File: config.mk
export PLATFORM = sky130hd
export DESIGN_NAME = chebyshev_openmp_sdiv_28s_16s_seq_flat
export DESIGN_NICKNAME = d
export VERILOG_FILES = /design/src/rtl/chebyshev_openmp_sdiv_28s_16s_seq_if.sv /design/src/rtl/chebyshev_openmp_sdiv_28s_16s_seq.sv /design/src/flat_wrapper.sv
export SDC_FILE = /design/constraint.sdc
export NUM_CORES = 1
export LEC_CHECK = 0
export ABC_AREA = 0
export BUFFER_PORTS_ARGS = -buffer_cell sky130_fd_sc_hd__buf_2
export CORE_MARGIN = 4
export CORE_UTILIZATION = 45
export DETAILED_ROUTE_END_ITERATION = 6
export GPL_ROUTABILITY_DRIVEN = 0
export PLACE_DENSITY = 0.71
export SYNTH_ARGS = -nofsm -noshare
export SYNTH_HDL_FRONTEND = slang
export SYNTH_SLANG_ARGS = --single-unit
export TNS_END_PERCENT = 5
File: constraint.sdc
create_clock -name ap_clk -period 7.2 [get_ports ap_clk]
set_clock_uncertainty 0.15 [all_clocks]
set_input_delay 1.08 -clock ap_clk [delete_from_list [all_inputs] [get_ports ap_clk]]
set_output_delay 1.08 -clock ap_clk [all_outputs]
set_load 0.01 [all_outputs]
File: src/rtl/chebyshev_openmp_sdiv_28s_16s_seq_if.sv
// chebyshev_openmp_sdiv_28s_16s_seq_if: start/done handshake and operand/result bus of the signed divider
interface chebyshev_openmp_sdiv_28s_16s_seq_if #(
   parameter int DIVIDEND_W = 28,
   parameter int DIVISOR_W  = 16
);
   logic                  ce;
   logic                  start;
   logic [DIVIDEND_W-1:0] dividend;
   logic [DIVISOR_W-1:0]  divisor;
   logic                  busy;
   logic                  done;
   logic [DIVIDEND_W-1:0] quotient;
   logic [DIVISOR_W-1:0]  remainder;
   logic                  div_by_zero;
   modport master (output ce, start, dividend, divisor,
                   input  busy, done, quotient, remainder, div_by_zero);
   modport slave  (input  ce, start, dividend, divisor,
                   output busy, done, quotient, remainder, div_by_zero);
endinterface

File: src/rtl/chebyshev_openmp_sdiv_28s_16s_seq.sv
// chebyshev_openmp_sdiv_28s_16s_seq: radix-2 restoring signed divider, C truncation, one quotient bit per enabled cycle
module chebyshev_openmp_sdiv_28s_16s_seq #(
   parameter int DIVIDEND_W = 28,
   parameter int DIVISOR_W  = 16
) (
   input logic ap_clk,
   input logic ap_rst,
   chebyshev_openmp_sdiv_28s_16s_seq_if.slave dv
);
   localparam int CW = $clog2(DIVIDEND_W);
   typedef enum logic [1:0] {IDLE, RUN, FIX} state_t;
   state_t                state, state_nx;
   logic [CW-1:0]         cnt;
   logic [DIVIDEND_W-1:0] dq, a_abs, quotient;
   logic [DIVISOR_W-1:0]  pr, dmag, dlo, d_abs, remainder;
   logic [DIVISOR_W:0]    pr_sh, diff;
   logic                  sign_q, sign_r, zero, take, done, div_by_zero;
   // magnitudes fit unsigned in the native widths, including -2^(W-1)
   always_comb begin
      a_abs = dv.dividend[DIVIDEND_W-1] ? -dv.dividend : dv.dividend;
      d_abs = dv.divisor[DIVISOR_W-1] ? -dv.divisor : dv.divisor;
      pr_sh = {pr, dq[DIVIDEND_W-1]};
      diff  = pr_sh - {1'b0, dmag};
      take  = !diff[DIVISOR_W];
   end
   always_comb begin
      state_nx = !dv.ce ? state :
                 (state == IDLE) ? (dv.start ? RUN : IDLE) :
                 (state == RUN)  ? ((cnt == '0) ? FIX : RUN) : IDLE;
   end
   always_ff @(posedge ap_clk or posedge ap_rst) begin
      if (ap_rst) begin
         state       <= IDLE;
         cnt         <= '0;
         dq          <= '0;
         pr          <= '0;
         dmag        <= '0;
         dlo         <= '0;
         sign_q      <= 1'b0;
         sign_r      <= 1'b0;
         zero        <= 1'b0;
         done        <= 1'b0;
         quotient    <= '0;
         remainder   <= '0;
         div_by_zero <= 1'b0;
      end else if (dv.ce) begin
         state <= state_nx;
         case (state)
            IDLE: begin
               done <= 1'b0;
               if (dv.start) begin
                  dq     <= a_abs;
                  pr     <= '0;
                  dmag   <= d_abs;
                  dlo    <= dv.dividend[DIVISOR_W-1:0];
                  sign_q <= dv.dividend[DIVIDEND_W-1] ^ dv.divisor[DIVISOR_W-1];
                  sign_r <= dv.dividend[DIVIDEND_W-1];
                  zero   <= (dv.divisor == '0);
                  cnt    <= CW'(DIVIDEND_W - 1);
               end
            end
            RUN: begin
               pr  <= take ? diff[DIVISOR_W-1:0] : pr_sh[DIVISOR_W-1:0];
               dq  <= {dq[DIVIDEND_W-2:0], take};
               cnt <= cnt - 1'b1;
            end
            FIX: begin
               done        <= 1'b1;
               div_by_zero <= zero;
               // divide by zero saturates toward the dividend's sign
               quotient    <= zero ? (sign_r ? {1'b1, {(DIVIDEND_W-1){1'b0}}} : {1'b0, {(DIVIDEND_W-1){1'b1}}}) :
                              sign_q ? -dq : dq;
               remainder   <= zero ? dlo : sign_r ? -pr : pr;
            end
            default: ;
         endcase
      end
   end
   assign dv.busy        = (state != IDLE);
   assign dv.done        = done;
   assign dv.quotient    = quotient;
   assign dv.remainder   = remainder;
   assign dv.div_by_zero = div_by_zero;
endmodule
File: src/flat_wrapper.sv
// flat-port wrapper written by rule: the top's interface ports become plain ports
module chebyshev_openmp_sdiv_28s_16s_seq_flat 
#(
   parameter int DIVIDEND_W = 28,
   parameter int DIVISOR_W  = 16
)
  (ap_clk, ap_rst, dv_ce, dv_start, dv_dividend, dv_divisor, dv_busy, dv_done, dv_quotient, dv_remainder, dv_div_by_zero);
  chebyshev_openmp_sdiv_28s_16s_seq_if #(.DIVIDEND_W(DIVIDEND_W), .DIVISOR_W(DIVISOR_W)) dv_i ();
  input logic ap_clk;
  input logic ap_rst;
  input wire logic [$bits(dv_i.ce)-1:0] dv_ce;
  input wire logic [$bits(dv_i.start)-1:0] dv_start;
  input wire logic [$bits(dv_i.dividend)-1:0] dv_dividend;
  input wire logic [$bits(dv_i.divisor)-1:0] dv_divisor;
  output wire logic [$bits(dv_i.busy)-1:0] dv_busy;
  output wire logic [$bits(dv_i.done)-1:0] dv_done;
  output wire logic [$bits(dv_i.quotient)-1:0] dv_quotient;
  output wire logic [$bits(dv_i.remainder)-1:0] dv_remainder;
  output wire logic [$bits(dv_i.div_by_zero)-1:0] dv_div_by_zero;
  assign dv_i.ce = dv_ce;
  assign dv_i.start = dv_start;
  assign dv_i.dividend = dv_dividend;
  assign dv_i.divisor = dv_divisor;
  assign dv_busy = dv_i.busy;
  assign dv_done = dv_i.done;
  assign dv_quotient = dv_i.quotient;
  assign dv_remainder = dv_i.remainder;
  assign dv_div_by_zero = dv_i.div_by_zero;
  chebyshev_openmp_sdiv_28s_16s_seq #(.DIVIDEND_W(DIVIDEND_W), .DIVISOR_W(DIVISOR_W)) u_core (.ap_clk(ap_clk), .ap_rst(ap_rst), .dv(dv_i));
endmodule
==> results.md <==
* Status: finished clean
* Post-synthesis register bit count at 132
* Slew margin rel. at 30.51%
* Unrepaired setup endpoints after global routing: no
* Vias/cell at 5.622
* WL final at 20.85 mm
* Clk sink count at 132
* Syn nets at 1019
* Postcts setup bufs at 0
* IO Count at 95
* Buffers on Ports at 94
* VDD IR max at 0.1951 mV
* Nets at 1086
* Placed cell areas at 8727 um2
* Syn-to-layout area delta at 15.18%
* Tmin final at 3.289 ns
* Initial antenna violation count at 1
* Post-CTS Hold Fix Bufs at 0
* Final Util at 53.34%
* Synthesized area at 8093 um2
* Syn Area/Cell at 8.528 um2
* Die Height at 142.1 um
* Synth warn at 0
* Pwr Density at 444.5 nW/um2
* FF/Latch Area at 3303 um2
* Global router's overall resource usage at 20.84%
* Fin Hold WS at 0.3212 ns
* Pwr Total at 4.144 mW
* Leak pwr at 4.267 nW
* Setup-failing EPs final at 0
* Clock Latency Late Sink at 0.42 ns
* Global route overflow at 0
* Starting Density at 46.31%
* Drt wl/cell at 16.65 um
* CTS root buf: clkbuf_16
* Via count at 7039
* Drt drc at 0
* Post-synth EDFFs at 0
* Crit start category: flip-flop
* Period utilization at 45.68%
* Worst setup margin at 3.911 ns
* Worst path bufs/invs at 1
* Filler Cell Count at 1647
* Share of layout cells above drive strength 1 at 14.80%
* CTS tree: built
* Share of power burned in registers at 31.2%
* Routed Antenna Nets at 0
* Area of the multi-input gates at 4482 um2
* # resized after CTS at 0
* Non-filler cells, final at 1252
* First drt pass iteration count at 5
* Fin Setup TNS at 0 ns
* Crit-path cells: ha_1, a21oi_1, nand2_1, o21ai_0, a21oi_1, nor2_1, buf_4, mux2i_1, o21ai_0
* Worst-path clk slew at 0.06 ns
* Syn Inst Count at 949
* Switch Pwr at 1.725 mW
* Slew @ Worst Pin at 1.042 ns
* Worst Setup Path Type: flip-flop to flip-flop
* Reg2Reg Setup Slack at 3.91 ns
* Arr. time, crit path at 3.42 ns
* F_max at 304.0 MHz
* Std cell rows at 48
* Worst setup EP type: flip-flop
* CP max FO at 15
* CP max stage delay at 0.50 ns
* Full die area at 20190 um2
* Hold Vio Cnt, Final at 0
* Core footprint at 17480 um2
* Total CTS buffers at 17
* Sw Share at 41.63%
* Synth cell types at 55
* Combinational share of power at 47.3%
* Hpwl dp at 14.62 mm
* Post-synth ARST share at 100.0%
* Max clock buf depth at 2
* Slowest CP cell: nor2_1
* Vias in the first global route at 6585
* Int Power at 2.418 mW
* Slew Limit Fails at 0
* Clock share of power at 21.5%
* DIE WIDTH at 142.1 um
* Top FF cell, synth: dfrtp_1
* Pin count of the biggest net entering global routing at 80
* Worst slack at placement at 3.566 ns
* Starting DRT DRC Count at 625
* Hold Crit Class: flip-flop to flip-flop
* First-pass GRT wire length at 34.19 mm
* Diode count at 0
* Placed Cells at 1222
* Design area at 9321 um2
* Max Cap Viol at 0
* Critical path's top delay family: compound AO/OA/AOI/OAI gates
* Data required time at the worst endpoint at 7.33 ns
* Htree depth at 4
* Register area share after synthesis at 40.82%
[layer usage]
layer	up-vias	wire length [um]	global-route usage, %
met2	218	9060	30.41
met5	-	13	0
met4	2	419	6.667
met3	37	1259	4.200
li1	3482	-	-
met1	3300	10090	31.10
[flip-flops by register name, summed over array words and instances (netlist names)]
name,flops
u_core.sign_q,1
u_core.dv.div_by_zero,1
u_core.dv.quotient,28
u_core.sign_r,1
u_core.zero,1
u_core.dlo,16
u_core.dv.remainder,16
u_core.pr,16
u_core.dv.done,1
u_core.state,2
u_core.dq,28
u_core.cnt,5
u_core.dmag,16
[cell usage in the layout (no fill, tap or decap), drive strengths merged, types with 7 or more instances in the layout]
cell type / netlist / layout
dfrtp: 132 / 132
nand2b: 17 / 17
nand3: 11 / 11
ha: 21 / 21
o31ai: 19 / 19
nand2: 169 / 169
clkbuf: 52 / 19
mux2i: 21 / 21
nor3: 12 / 12
o211ai: 10 / 10
nor2: 42 / 42
xor2: 53 / 53
o41ai: 11 / 11
a22oi: 19 / 19
inv: 32 / 32
a21oi: 49 / 49
or3: 16 / 16
o21a: 12 / 12
o21ai: 135 / 135
buf: 3 / 103
xnor2: 34 / 34
nor4: 7 / 7
[cell type report]
class                           instances  area share, %
Clock buffer                           19          4.644
Tap cell                              225          3.020
Sequential cell                       132          35.44
Timing Repair Buffer                  103          5.772
Clock inverter                         11          1.732
Multi-Input combinational cell        730          48.08
Inverter                               32          1.315
[power groups by stage]
stage / Combinational [mW] / Sequential [mW] / Clock, mW
3_5_place_dp: 1.92 / 1.30 / 0
2_1_floorplan: 1.58 / 1.18 / 0
3_3_place_gp: 1.89 / 1.29 / 0
6_report: 1.96 / 1.29 / 0.890
4_1_cts: 1.95 / 1.29 / 0.899
5_1_grt: 2.20 / 1.33 / 0.934
[logic make-up (layout without fill, tap and decap cells)]
logic type / Yosys count / count (layout) / synth area share, %
buffers and inverters: 87 / 165 / 4.051
AOI/OAI and AO/OA: 287 / 287 / 21.83
xor gates and xnor gates: 87 / 87 / 9.416
muxes: 22 / 22 / 2.737
adders and majority gates: 22 / 22 / 3.494
and+or+nand+nor: 312 / 312 / 17.66
DFF: 132 / 132 / 40.82
[Yosys cell counts, drive strengths merged, types with 10 or more instances]
| cell | number | area share, % |
|---|---|---|
| a21oi | 49 | 3.3 |
| a22oi | 19 | 1.8 |
| clkbuf | 52 | 2.4 |
| dfrtp | 132 | 41 |
| ha | 21 | 3.2 |
| inv | 32 | 1.5 |
| mux2i | 21 | 2.6 |
| nand2 | 169 | 7.8 |
| nand2b | 17 | 1.3 |
| nand3 | 11 | 0.68 |
| nor2 | 42 | 1.9 |
| nor3 | 12 | 0.74 |
| o211ai | 10 | 0.93 |
| o21a | 12 | 1.1 |
| o21ai | 135 | 8.3 |
| o31ai | 19 | 1.8 |
| o41ai | 11 | 1.2 |
| or3 | 16 | 1.3 |
| xnor2 | 34 | 3.7 |
| xor2 | 53 | 5.7 |
[worst register-to-register path, delay by kind of cell (launching register included)]
kind	cells	cell delay, ns
fa+ha+maj	1	0.42
simple gates	2	0.62
flops	1	0.47
mux	1	0.22
buf+inv	1	0.34
compound gates	4	0.93
[final timing paths]
path                                               startpoint                                 end  cells after the start
max                                  u_core.pr[6]$_DFFE_PP0P_            u_core.pr[4]$_DFFE_PP0P_                      9
min                        u_core.dv.remainder[7]$_DFFE_PP0P_  u_core.dv.remainder[7]$_DFFE_PP0P_                      2
max reg2reg                          u_core.pr[6]$_DFFE_PP0P_            u_core.pr[4]$_DFFE_PP0P_                      9
min reg2reg                u_core.dv.remainder[7]$_DFFE_PP0P_  u_core.dv.remainder[7]$_DFFE_PP0P_                      2
max in group asynchronous                              ap_rst           u_core.dq[23]$_DFFE_PP0P_                      3
min in group asynchronous                              ap_rst           u_core.dlo[7]$_DFFE_PP0P_                      2
Power figures use the tool's default switching activity.
